`src/rtl/fetch_stage_if.sv`:
```
// Fetch-stage bus bundle: instruction-memory request/response channel and the
// IF/ID register outputs seen by decode.
//   imem_req_o    fetch request this cycle
//   imem_addr_o   fetch byte address, bits[1:0]=0
//   imem_rdata_i  instruction for the request made the previous cycle
//   ifid_valid_o  IF/ID holds a live instruction
//   ifid_instr_o  IF/ID instruction (NOP when not valid)
//   ifid_pc_o     IF/ID instruction address
//   ifid_pc4_o    ifid_pc_o + 4, mod 2^32
// master: the fetch stage; slave: memory + decode side.
interface fetch_stage_if;
  logic        imem_req_o;
  logic [31:0] imem_addr_o;
  logic [31:0] imem_rdata_i;
  logic        ifid_valid_o;
  logic [31:0] ifid_instr_o;
  logic [31:0] ifid_pc_o;
  logic [31:0] ifid_pc4_o;

  modport master (
    output imem_req_o,
    output imem_addr_o,
    input  imem_rdata_i,
    output ifid_valid_o,
    output ifid_instr_o,
    output ifid_pc_o,
    output ifid_pc4_o
  );

  modport slave (
    input  imem_req_o,
    input  imem_addr_o,
    output imem_rdata_i,
    input  ifid_valid_o,
    input  ifid_instr_o,
    input  ifid_pc_o,
    input  ifid_pc4_o
  );
endinterface

```
`src/rtl/fetch_stage.sv`:
```
// Instruction-fetch front end of the 5-stage MIPS pipeline.
// Owns the PC, drives a 1-cycle-latency synchronous instruction memory, feeds
// the IF/ID register, absorbs decode stalls in a 2-entry skid buffer and
// applies EX redirects by killing all younger fetches.
//   clk            pipeline clock, rising edge
//   rst            asynchronous, active-low reset
//   stall_i        decode hazard stall; IF/ID holds
//   redirect_i     EX taken branch/jump, one-cycle pulse
//   redirect_pc_i  redirect target
//   bus            imem request/response + IF/ID outputs (master side)
//   misalign_o     sticky: a redirect target had bits[1:0]!=0
module fetch_stage #(
  parameter logic [31:0] RESET_PC  = 32'h0000_0000,
  parameter logic [31:0] NOP_INSTR = 32'h0000_0000
) (
  input  logic          clk,
  input  logic          rst,
  input  logic          stall_i,
  input  logic          redirect_i,
  input  logic [31:0]   redirect_pc_i,
  fetch_stage_if.master bus,
  output logic          misalign_o
);

  typedef enum logic [1:0] {IDLE, RUN, FULL} state_t;

  state_t           state, state_nxt;
  logic [31:0]      pc, pc_nxt;
  logic [1:0][31:0] skid_pc, skid_pc_nxt;
  logic [1:0][31:0] skid_instr, skid_instr_nxt;
  logic [1:0]       skid_count, skid_count_nxt;
  logic             inflight;
  logic [31:0]      inflight_pc;
  logic             ifid_valid, ifid_valid_nxt;
  logic [31:0]      ifid_instr, ifid_instr_nxt;
  logic [31:0]      ifid_pc, ifid_pc_nxt;
  logic [31:0]      ifid_pc4, ifid_pc4_nxt;
  logic             misalign, misalign_nxt;

  logic [1:0]       occ, occ_after, occ_nxt;
  logic             pop, fetch;
  logic [31:0]      fetch_addr;

  // Fetch control: occupancy counts buffered plus in-flight words; a new
  // request is allowed only if it cannot push occupancy past 2.
  always_comb begin
    occ        = skid_count + {1'b0, inflight};
    pop        = !stall_i && (occ != 2'd0);
    occ_after  = occ - {1'b0, pop};
    fetch      = redirect_i || (occ_after != 2'd2);
    fetch_addr = redirect_i ? {redirect_pc_i[31:2], 2'b00} : pc;
    pc_nxt     = fetch ? fetch_addr + 32'd4 : pc;
    misalign_nxt = misalign || (redirect_i && (redirect_pc_i[1:0] != 2'b00));
  end

  // IF/ID and skid update. The in-flight response is ignored on a redirect
  // since it belongs to a killed fetch.
  always_comb begin
    skid_pc_nxt    = skid_pc;
    skid_instr_nxt = skid_instr;
    skid_count_nxt = skid_count;
    ifid_valid_nxt = ifid_valid;
    ifid_instr_nxt = ifid_instr;
    ifid_pc_nxt    = ifid_pc;
    ifid_pc4_nxt   = ifid_pc4;
    if (redirect_i) begin
      skid_count_nxt = '0;
      ifid_valid_nxt = 1'b0;
      ifid_instr_nxt = NOP_INSTR;
    end else begin
      if (!stall_i) begin
        if (skid_count != 2'd0) begin
          ifid_valid_nxt    = 1'b1;
          ifid_instr_nxt    = skid_instr[0];
          ifid_pc_nxt       = skid_pc[0];
          ifid_pc4_nxt      = skid_pc[0] + 32'd4;
          skid_pc_nxt[0]    = skid_pc[1];
          skid_instr_nxt[0] = skid_instr[1];
          skid_count_nxt    = skid_count - 2'd1;
        end else if (inflight) begin
          ifid_valid_nxt = 1'b1;
          ifid_instr_nxt = bus.imem_rdata_i;
          ifid_pc_nxt    = inflight_pc;
          ifid_pc4_nxt   = inflight_pc + 32'd4;
        end else begin
          ifid_valid_nxt = 1'b0;
          ifid_instr_nxt = NOP_INSTR;
        end
      end
      // Response not consumed directly goes behind any remaining skid entry.
      if (inflight && (stall_i || (skid_count != 2'd0))) begin
        skid_pc_nxt[skid_count_nxt[0]]    = inflight_pc;
        skid_instr_nxt[skid_count_nxt[0]] = bus.imem_rdata_i;
        skid_count_nxt                    = skid_count_nxt + 2'd1;
      end
    end
  end

  always_comb begin
    occ_nxt   = skid_count_nxt + {1'b0, fetch};
    state_nxt = state;
    case (state)
      IDLE:    state_nxt = RUN;
      RUN:     if (stall_i && (occ_nxt == 2'd2)) state_nxt = FULL;
      FULL:    if (!stall_i) state_nxt = RUN;
      default: state_nxt = RUN;
    endcase
    if (redirect_i) state_nxt = RUN;
  end

  always_ff @(posedge clk or negedge rst) begin
    if (!rst) state <= IDLE;
    else      state <= state_nxt;
  end

  always_ff @(posedge clk or negedge rst) begin
    if (!rst) begin
      pc          <= RESET_PC;
      skid_pc     <= '0;
      skid_instr  <= '0;
      skid_count  <= '0;
      inflight    <= 1'b0;
      inflight_pc <= '0;
      ifid_valid  <= 1'b0;
      ifid_instr  <= NOP_INSTR;
      ifid_pc     <= '0;
      ifid_pc4    <= '0;
      misalign    <= 1'b0;
    end else begin
      pc          <= pc_nxt;
      skid_pc     <= skid_pc_nxt;
      skid_instr  <= skid_instr_nxt;
      skid_count  <= skid_count_nxt;
      inflight    <= fetch;
      inflight_pc <= fetch_addr;
      ifid_valid  <= ifid_valid_nxt;
      ifid_instr  <= ifid_instr_nxt;
      ifid_pc     <= ifid_pc_nxt;
      ifid_pc4    <= ifid_pc4_nxt;
      misalign    <= misalign_nxt;
    end
  end

  // Request is held low while reset is asserted.
  assign bus.imem_req_o   = rst && fetch;
  assign bus.imem_addr_o  = fetch_addr;
  assign bus.ifid_valid_o = ifid_valid;
  assign bus.ifid_instr_o = ifid_instr;
  assign bus.ifid_pc_o    = ifid_pc;
  assign bus.ifid_pc4_o   = ifid_pc4;
  assign misalign_o       = misalign;

endmodule

```
`src/flat_wrapper.sv`:
```
// flat-port wrapper written by rule: the top's interface ports become plain ports
module fetch_stage_flat 
#(
  parameter logic [31:0] RESET_PC  = 32'h0000_0000,
  parameter logic [31:0] NOP_INSTR = 32'h0000_0000
)
  (clk, rst, stall_i, redirect_i, redirect_pc_i, misalign_o, bus_imem_req_o, bus_imem_addr_o, bus_imem_rdata_i, bus_ifid_valid_o, bus_ifid_instr_o, bus_ifid_pc_o, bus_ifid_pc4_o);
  fetch_stage_if bus_i ();
  input  logic clk;
  input  logic rst;
  input  logic stall_i;
  input  logic redirect_i;
  input  logic [31:0] redirect_pc_i;
  output logic misalign_o;
  output wire logic [$bits(bus_i.imem_req_o)-1:0] bus_imem_req_o;
  output wire logic [$bits(bus_i.imem_addr_o)-1:0] bus_imem_addr_o;
  input wire logic [$bits(bus_i.imem_rdata_i)-1:0] bus_imem_rdata_i;
  output wire logic [$bits(bus_i.ifid_valid_o)-1:0] bus_ifid_valid_o;
  output wire logic [$bits(bus_i.ifid_instr_o)-1:0] bus_ifid_instr_o;
  output wire logic [$bits(bus_i.ifid_pc_o)-1:0] bus_ifid_pc_o;
  output wire logic [$bits(bus_i.ifid_pc4_o)-1:0] bus_ifid_pc4_o;
  assign bus_imem_req_o = bus_i.imem_req_o;
  assign bus_imem_addr_o = bus_i.imem_addr_o;
  assign bus_i.imem_rdata_i = bus_imem_rdata_i;
  assign bus_ifid_valid_o = bus_i.ifid_valid_o;
  assign bus_ifid_instr_o = bus_i.ifid_instr_o;
  assign bus_ifid_pc_o = bus_i.ifid_pc_o;
  assign bus_ifid_pc4_o = bus_i.ifid_pc4_o;
  fetch_stage #(.RESET_PC(RESET_PC), .NOP_INSTR(NOP_INSTR)) u_core (.clk(clk), .rst(rst), .stall_i(stall_i), .redirect_i(redirect_i), .redirect_pc_i(redirect_pc_i), .bus(bus_i), .misalign_o(misalign_o));
endmodule
```
`config.mk`:
```
export PLATFORM = sky130hd
export DESIGN_NAME = fetch_stage_flat
export DESIGN_NICKNAME = d
export VERILOG_FILES = /design/src/rtl/fetch_stage_if.sv /design/src/rtl/fetch_stage.sv /design/src/flat_wrapper.sv
export SDC_FILE = /design/constraint.sdc
export NUM_CORES = 1
export LEC_CHECK = 0
export CAP_MARGIN = 10
export CORE_UTILIZATION = 50
export CTS_BUF_LIST = sky130_fd_sc_hd__clkbuf_4
export DETAILED_ROUTE_END_ITERATION = 6
export PLACE_DENSITY = 0.74
export SETUP_SLACK_MARGIN = 0.4
export SYNTH_ARGS = -nofsm -noshare
export SYNTH_HDL_FRONTEND = slang
export SYNTH_SLANG_ARGS = --single-unit
```
`constraint.sdc`:
```
create_clock -name clk -period 4.3 [get_ports clk]
set_input_delay 1.29 -clock clk [delete_from_list [all_inputs] [get_ports clk]]
set_output_delay 1.29 -clock clk [all_outputs]
set_load 0.01 [all_outputs]
```
Word-level counts from Yosys, hierarchy flattened:

Index checks and enable logic that the tools add are counted.

* bits in registers: 293
* input bits: 68
* output and inout bits: 131
* word-level logic and storage cells: 71

* add/subtract/negate cells: 7
* magnitude comparators: 2
* eq/ne operators: 2
* mux-type cells: 30
* bitwise gates (word level): 2
* reduce and logical (&&, ||, !) cells: 15

Operators with widths (count)
* 32-bit two-way mux: 18
* 64-bit bitwise mux: 2
* 32-bit by 3-bit adder with 32-bit output (second input constant): 3
* 32-bit demux with 1-bit select: 1
* 2-bit two-way mux: 5
* 2-bit nonzero test: 4
* 1-bit logical AND: 5
* 1-bit two-way mux: 4
* 1-bit logical OR: 3
* 3-bit AND reduction: 1
* 2-bit by 1-bit adder with 2-bit output: 1
* 2-bit by 1-bit adder with 2-bit output (second input constant): 1
* 1-bit by 2-bit < comparator with 1-bit output (second input constant): 1
* 2-bit by 1-bit inequality test with 1-bit output (second input constant): 1
* 2-bit inequality test (second input constant): 1
* 1-bit inverter: 2
* 2-bit AND reduction: 1
* 2-bit by 1-bit subtractor with 2-bit output: 1
* 2-bit by 1-bit subtractor with 2-bit output (second input constant): 1
* 1-bit greater-or-equal comparator (second input constant): 1
* 1-bit logical NOT: 1

Logic depth before layout (Yosys ltp):

* word-level depth: 10
* gate-level depth with buffers: 13
* depth with buffers taken out: 9

Worst setup path before layout:

OpenSTA, ideal clock, no wires.

* path type: input port to output port
* from: input port stall_i
* to: output port bus_imem_req_o
* arrival: 2611 ps
* slack: 399 ps
* stages: 8
* cell sequence: clkbuf_1 > xor2_1 > and3_1 > buf_2 > inv_1 > buf_2 > buf_2 > and2_1

* cells in the longest elaborated chain, start to end: 6

RTL lines
* start, declared: RTL line flat_wrapper.sv:11 `input logic stall_i;`
* 1-bit logical NOT: RTL line fetch_stage.sv:48 `pop = !stall_i && (occ != 2'd0);`
* 1-bit logical AND: RTL line fetch_stage.sv:48
* 2-bit by 1-bit subtractor with 2-bit output: RTL line fetch_stage.sv:49 `occ_after = occ - {1'b0, pop};`
* 2-bit inequality test: RTL line fetch_stage.sv:50 `fetch = redirect_i || (occ_after != 2'd2);`
* 1-bit logical OR: RTL line fetch_stage.sv:50
* 1-bit logical AND: RTL line fetch_stage.sv:145 `assign bus.imem_req_o = rst && fetch;`
* end, declared: RTL line flat_wrapper.sv:15 `output wire logic [$bits(bus_i.imem_req_o)-1:0] bus_imem_req_o;`

Every way passes these cells.

Worst setup path after layout:

* from: input port redirect_i
* to: output port bus_imem_addr_o[27]

* cells in the longest elaborated chain, start to end: 1

RTL lines
* start, declared: RTL line flat_wrapper.sv:12 `input logic redirect_i;`
* 32-bit two-way mux: RTL line fetch_stage.sv:51 `fetch_addr = redirect_i ? {redirect_pc_i[31:2], 2'b00} : pc;`
* end, declared: RTL line flat_wrapper.sv:16 `output wire logic [$bits(bus_i.imem_addr_o)-1:0] bus_imem_addr_o;`

Every way passes these cells.

==> flow_metrics.env <==
export IMPL_status="finished clean"
export IMPL_cts_hold_buf=0
export IMPL_die_area_um2=28250
export IMPL_firstDrtPassIters=7
export IMPL_worst_pin_slew_ps=1120
export IMPL_cts_buffers=77
export IMPL_die_w_um=168.1
export IMPL_yosysWarnings=0
export IMPL_hold_viol=0
export IMPL_rsz0062_at_grt="yes"
export IMPL_finalSetupTns_ps=0
export IMPL_core_um2=27030
export IMPL_num_vias=11120
export IMPL_peakVddDrop_mv=0.2156
export IMPL_drive_gt1_share_pct=18.44
export IMPL_fmax_mhz=258.6
export IMPL_cts_root_buf="clkbuf_4"
export IMPL_finalSetupViolCount=0
export IMPL_hp_class="reg2reg"
export IMPL_dpl_cell_area_um2=16070
export IMPL_crit_fanout=40
export IMPL_drc=0
export IMPL_timing_final_crit_share_pct=89.93
export IMPL_synth_avg_cell_area_um2=11.05
export IMPL_antenna_found_initial=1
export IMPL_wl_per_cell_um=19.48
export IMPL_finalClockSkew_ps=31.97
export IMPL_synth_edf_count=0
export IMPL_clockBufferDepth=3
export IMPL_place_gp_congestion=0.8500
export IMPL_grt_use_total_pct=26.40
export IMPL_antenna_left=0
export IMPL_ys_seq_area_share_pct=52.81
export IMPL_cts_tree="done"
export IMPL_grt_first_pass_wirelength_mm=59.29
export IMPL_overflow=0
export IMPL_syn_inst=1248
export IMPL_yosysTopAreaCellShare_pct=52.81
export IMPL_clk_latency_ps=680
export IMPL_drv_cap=0
export IMPL_end_kind="output pin"
export IMPL_rows=60
export IMPL_synthArstFlopShare_pct=100.0
export IMPL_synthDistinctLibCells=71
export IMPL_avgViaCountPerCell=5.959
export IMPL_cp_required_ps=3010
export IMPL_routed_wl_mm=36.36
export IMPL_io_buffers=198
export IMPL_clock_sinks=291
export IMPL_start_kind="primary input"
export IMPL_synth_ff_type="dfrtp_1"
export IMPL_power_leakage_uw=0.007415
export IMPL_drt_iter0_markers=867
export IMPL_area_sequential_um2=7282
export IMPL_yosysTopAreaCell="dfrtp_1"
export IMPL_crit_type="in2out"
export IMPL_dp_hpwl_mm=24.00
export IMPL_ios=199
export IMPL_die_h_um=168.1
export IMPL_nFillCells=2260
export IMPL_syn_nets=1319
export IMPL_period_needed_ps=3867
export IMPL_grt_pass1_vias=11100
export IMPL_ys_ff_latch=291
export IMPL_crit_arrival_ps=2580
export IMPL_synth_area_leaders="dfrtp_1 53%, mux2_2 6.9%, mux2i_1 5.4%"
export IMPL_cts_htree_levels=3
export IMPL_initial_core_util_pct=51.02
export IMPL_clk_pin_slew_worst_paths_ps=60
export IMPL_final_core_util_pct=63.18
export IMPL_finalInstanceArea_um2=17080
export IMPL_grt_max_degree=123
export IMPL_syn_to_final_growth_pct=23.83
export IMPL_synth_area_um2=13790
export IMPL_holdWs_ps=472.3
export IMPL_finalMaxSlewViolations=0
export IMPL_power_density_nw_per_um2=570.6
export IMPL_multi_input_area_um2=6048
export IMPL_fin_nets=1540
export IMPL_max_slew_margin_rel_pct=25.30
-- metal layers --
layer	track usage [%]	vias up	part of all wire (%)
li1	-	5108	-
met1	37.30	5504	45
met2	40.91	437	46
met3	4.795	70	6.9
met4	9.605	0	2.2
met5	0	-	0
-- path summary, 6_finish.rpt --
check | from | endpoint | slack [ps] | cells past startpoint
min | u_core.bus.ifid_pc_o[27]$_DFFE_PN0P_ | u_core.bus.ifid_pc_o[27]$_DFFE_PN0P_ | 470 | 1
min reg2reg | u_core.bus.ifid_pc_o[27]$_DFFE_PN0P_ | u_core.bus.ifid_pc_o[27]$_DFFE_PN0P_ | 470 | 1
max in group asynchronous | rst | u_core.pc[15]$_DFFE_PN0P_ | 2320 | 3
max | redirect_i | bus_imem_addr_o[27] | 430 | 4
max reg2reg | u_core.skid_count[0]$_DFF_PN0_ | u_core.bus.ifid_pc4_o[28]$_DFFE_PN0P_ | 890 | 10
min in group asynchronous | rst | u_core.skid_instr[60]$_DFFE_PN0P_ | 740 | 2
-- sequential cells by signal, indices dropped and copies added (netlist names) --
signal                   flops
u_core.bus.ifid_pc_o        30
u_core.misalign_o            1
u_core.bus.ifid_valid_o      1
u_core.skid_instr           64
u_core.inflight              1
u_core.bus.ifid_instr_o     32
u_core.bus.ifid_pc4_o       32
u_core.inflight_pc          32
u_core.skid_count            2
u_core.pc                   32
u_core.skid_pc              64
-- where the power goes --
part	internal [uW]	leakage, uW	switching [uW]
Clock	1290	0.000588	1120
Sequential	3630	0.00351	666
Combinational	1620	0.00332	1420
Total	6540	0.00741	3200
-- cell type report --
| type | instances | area share (%) |
|---|---|---|
| flip-flops and latches | 291 | 42.65 |
| multi-input cells | 851 | 35.42 |
| repair buffers | 233 | 13.41 |
| clock buffers | 117 | 5.144 |
| well taps | 341 | 2.499 |
| clock inverters | 17 | 0.5349 |
| inverters | 15 | 0.3297 |
| diodes | 1 | 0.01466 |
-- critical path: stages --
cell and delay, ps:
buf_2 120, buf_12 220, mux2_2 410, clkdlybuf4s50_1 520
-- placed cells by master (no fill, tap or decap), drive strengths merged, types with 18 or more instances in the layout --
cell type and count:
dfrtp 291, clkdlybuf4s50 190, nand2 145, clkbuf 117, o21ai 86, mux2 85, mux2i 75, o22ai 68
a2bb2oi 63, nor2 43, buf 37, nand3 34, o211ai 23, xnor2 22, nand4 20, a21oi 18
inv 18
-- metrics by stage --
step	total power, uW	std cells	setup WS (ps)
detailed placement	7347	1730	163.9
floorplan	6023	1248	422.8
finish	9743	1866	433.0
global route	10320	1866	388.4
global placement	7223	1730	173.3
CTS	9800	1865	353.5
-- cells in the mapped netlist (all sizes together), types with 7 or more instances --
cell type / instances
nand4bb: 14
nand4: 20
o31ai: 7
mux2i: 75
clkbuf: 44
a31oi: 7
nand2: 145
a2bb2oi: 63
nand2b: 8
a21o: 10
o211ai: 23
o21a: 8
nand3: 34
o21ai: 86
xnor2: 22
nor2b: 7
mux2: 85
o22ai: 68
nor2: 43
a21oi: 18
a22oi: 9
inv: 15
buf: 47
dfrtp: 291
xor2: 9
nor3: 14
and2: 7
-- cell families (layout without fill, tap and decap cells) --
logic type	count (synthesis)	after routing	share of synthesized area, %
simple gates	330	330	12.14
compound gates	327	327	16.69
flops	291	291	52.81
mux	160	160	12.39
buf+inv	106	382	3.738
xor+xnor	31	31	1.969
fa+ha+maj	3	3	0.2722
other cells	0	1	0
-- timing repair --
action,CTS,global route
buffers inserted,1,0
endpoints found under the hold margin,0,0
pin swaps,0,2
setup endpoints to repair,6,9
resized for setup,6,7
Note: power is estimated with default switching activity, not from simulation.
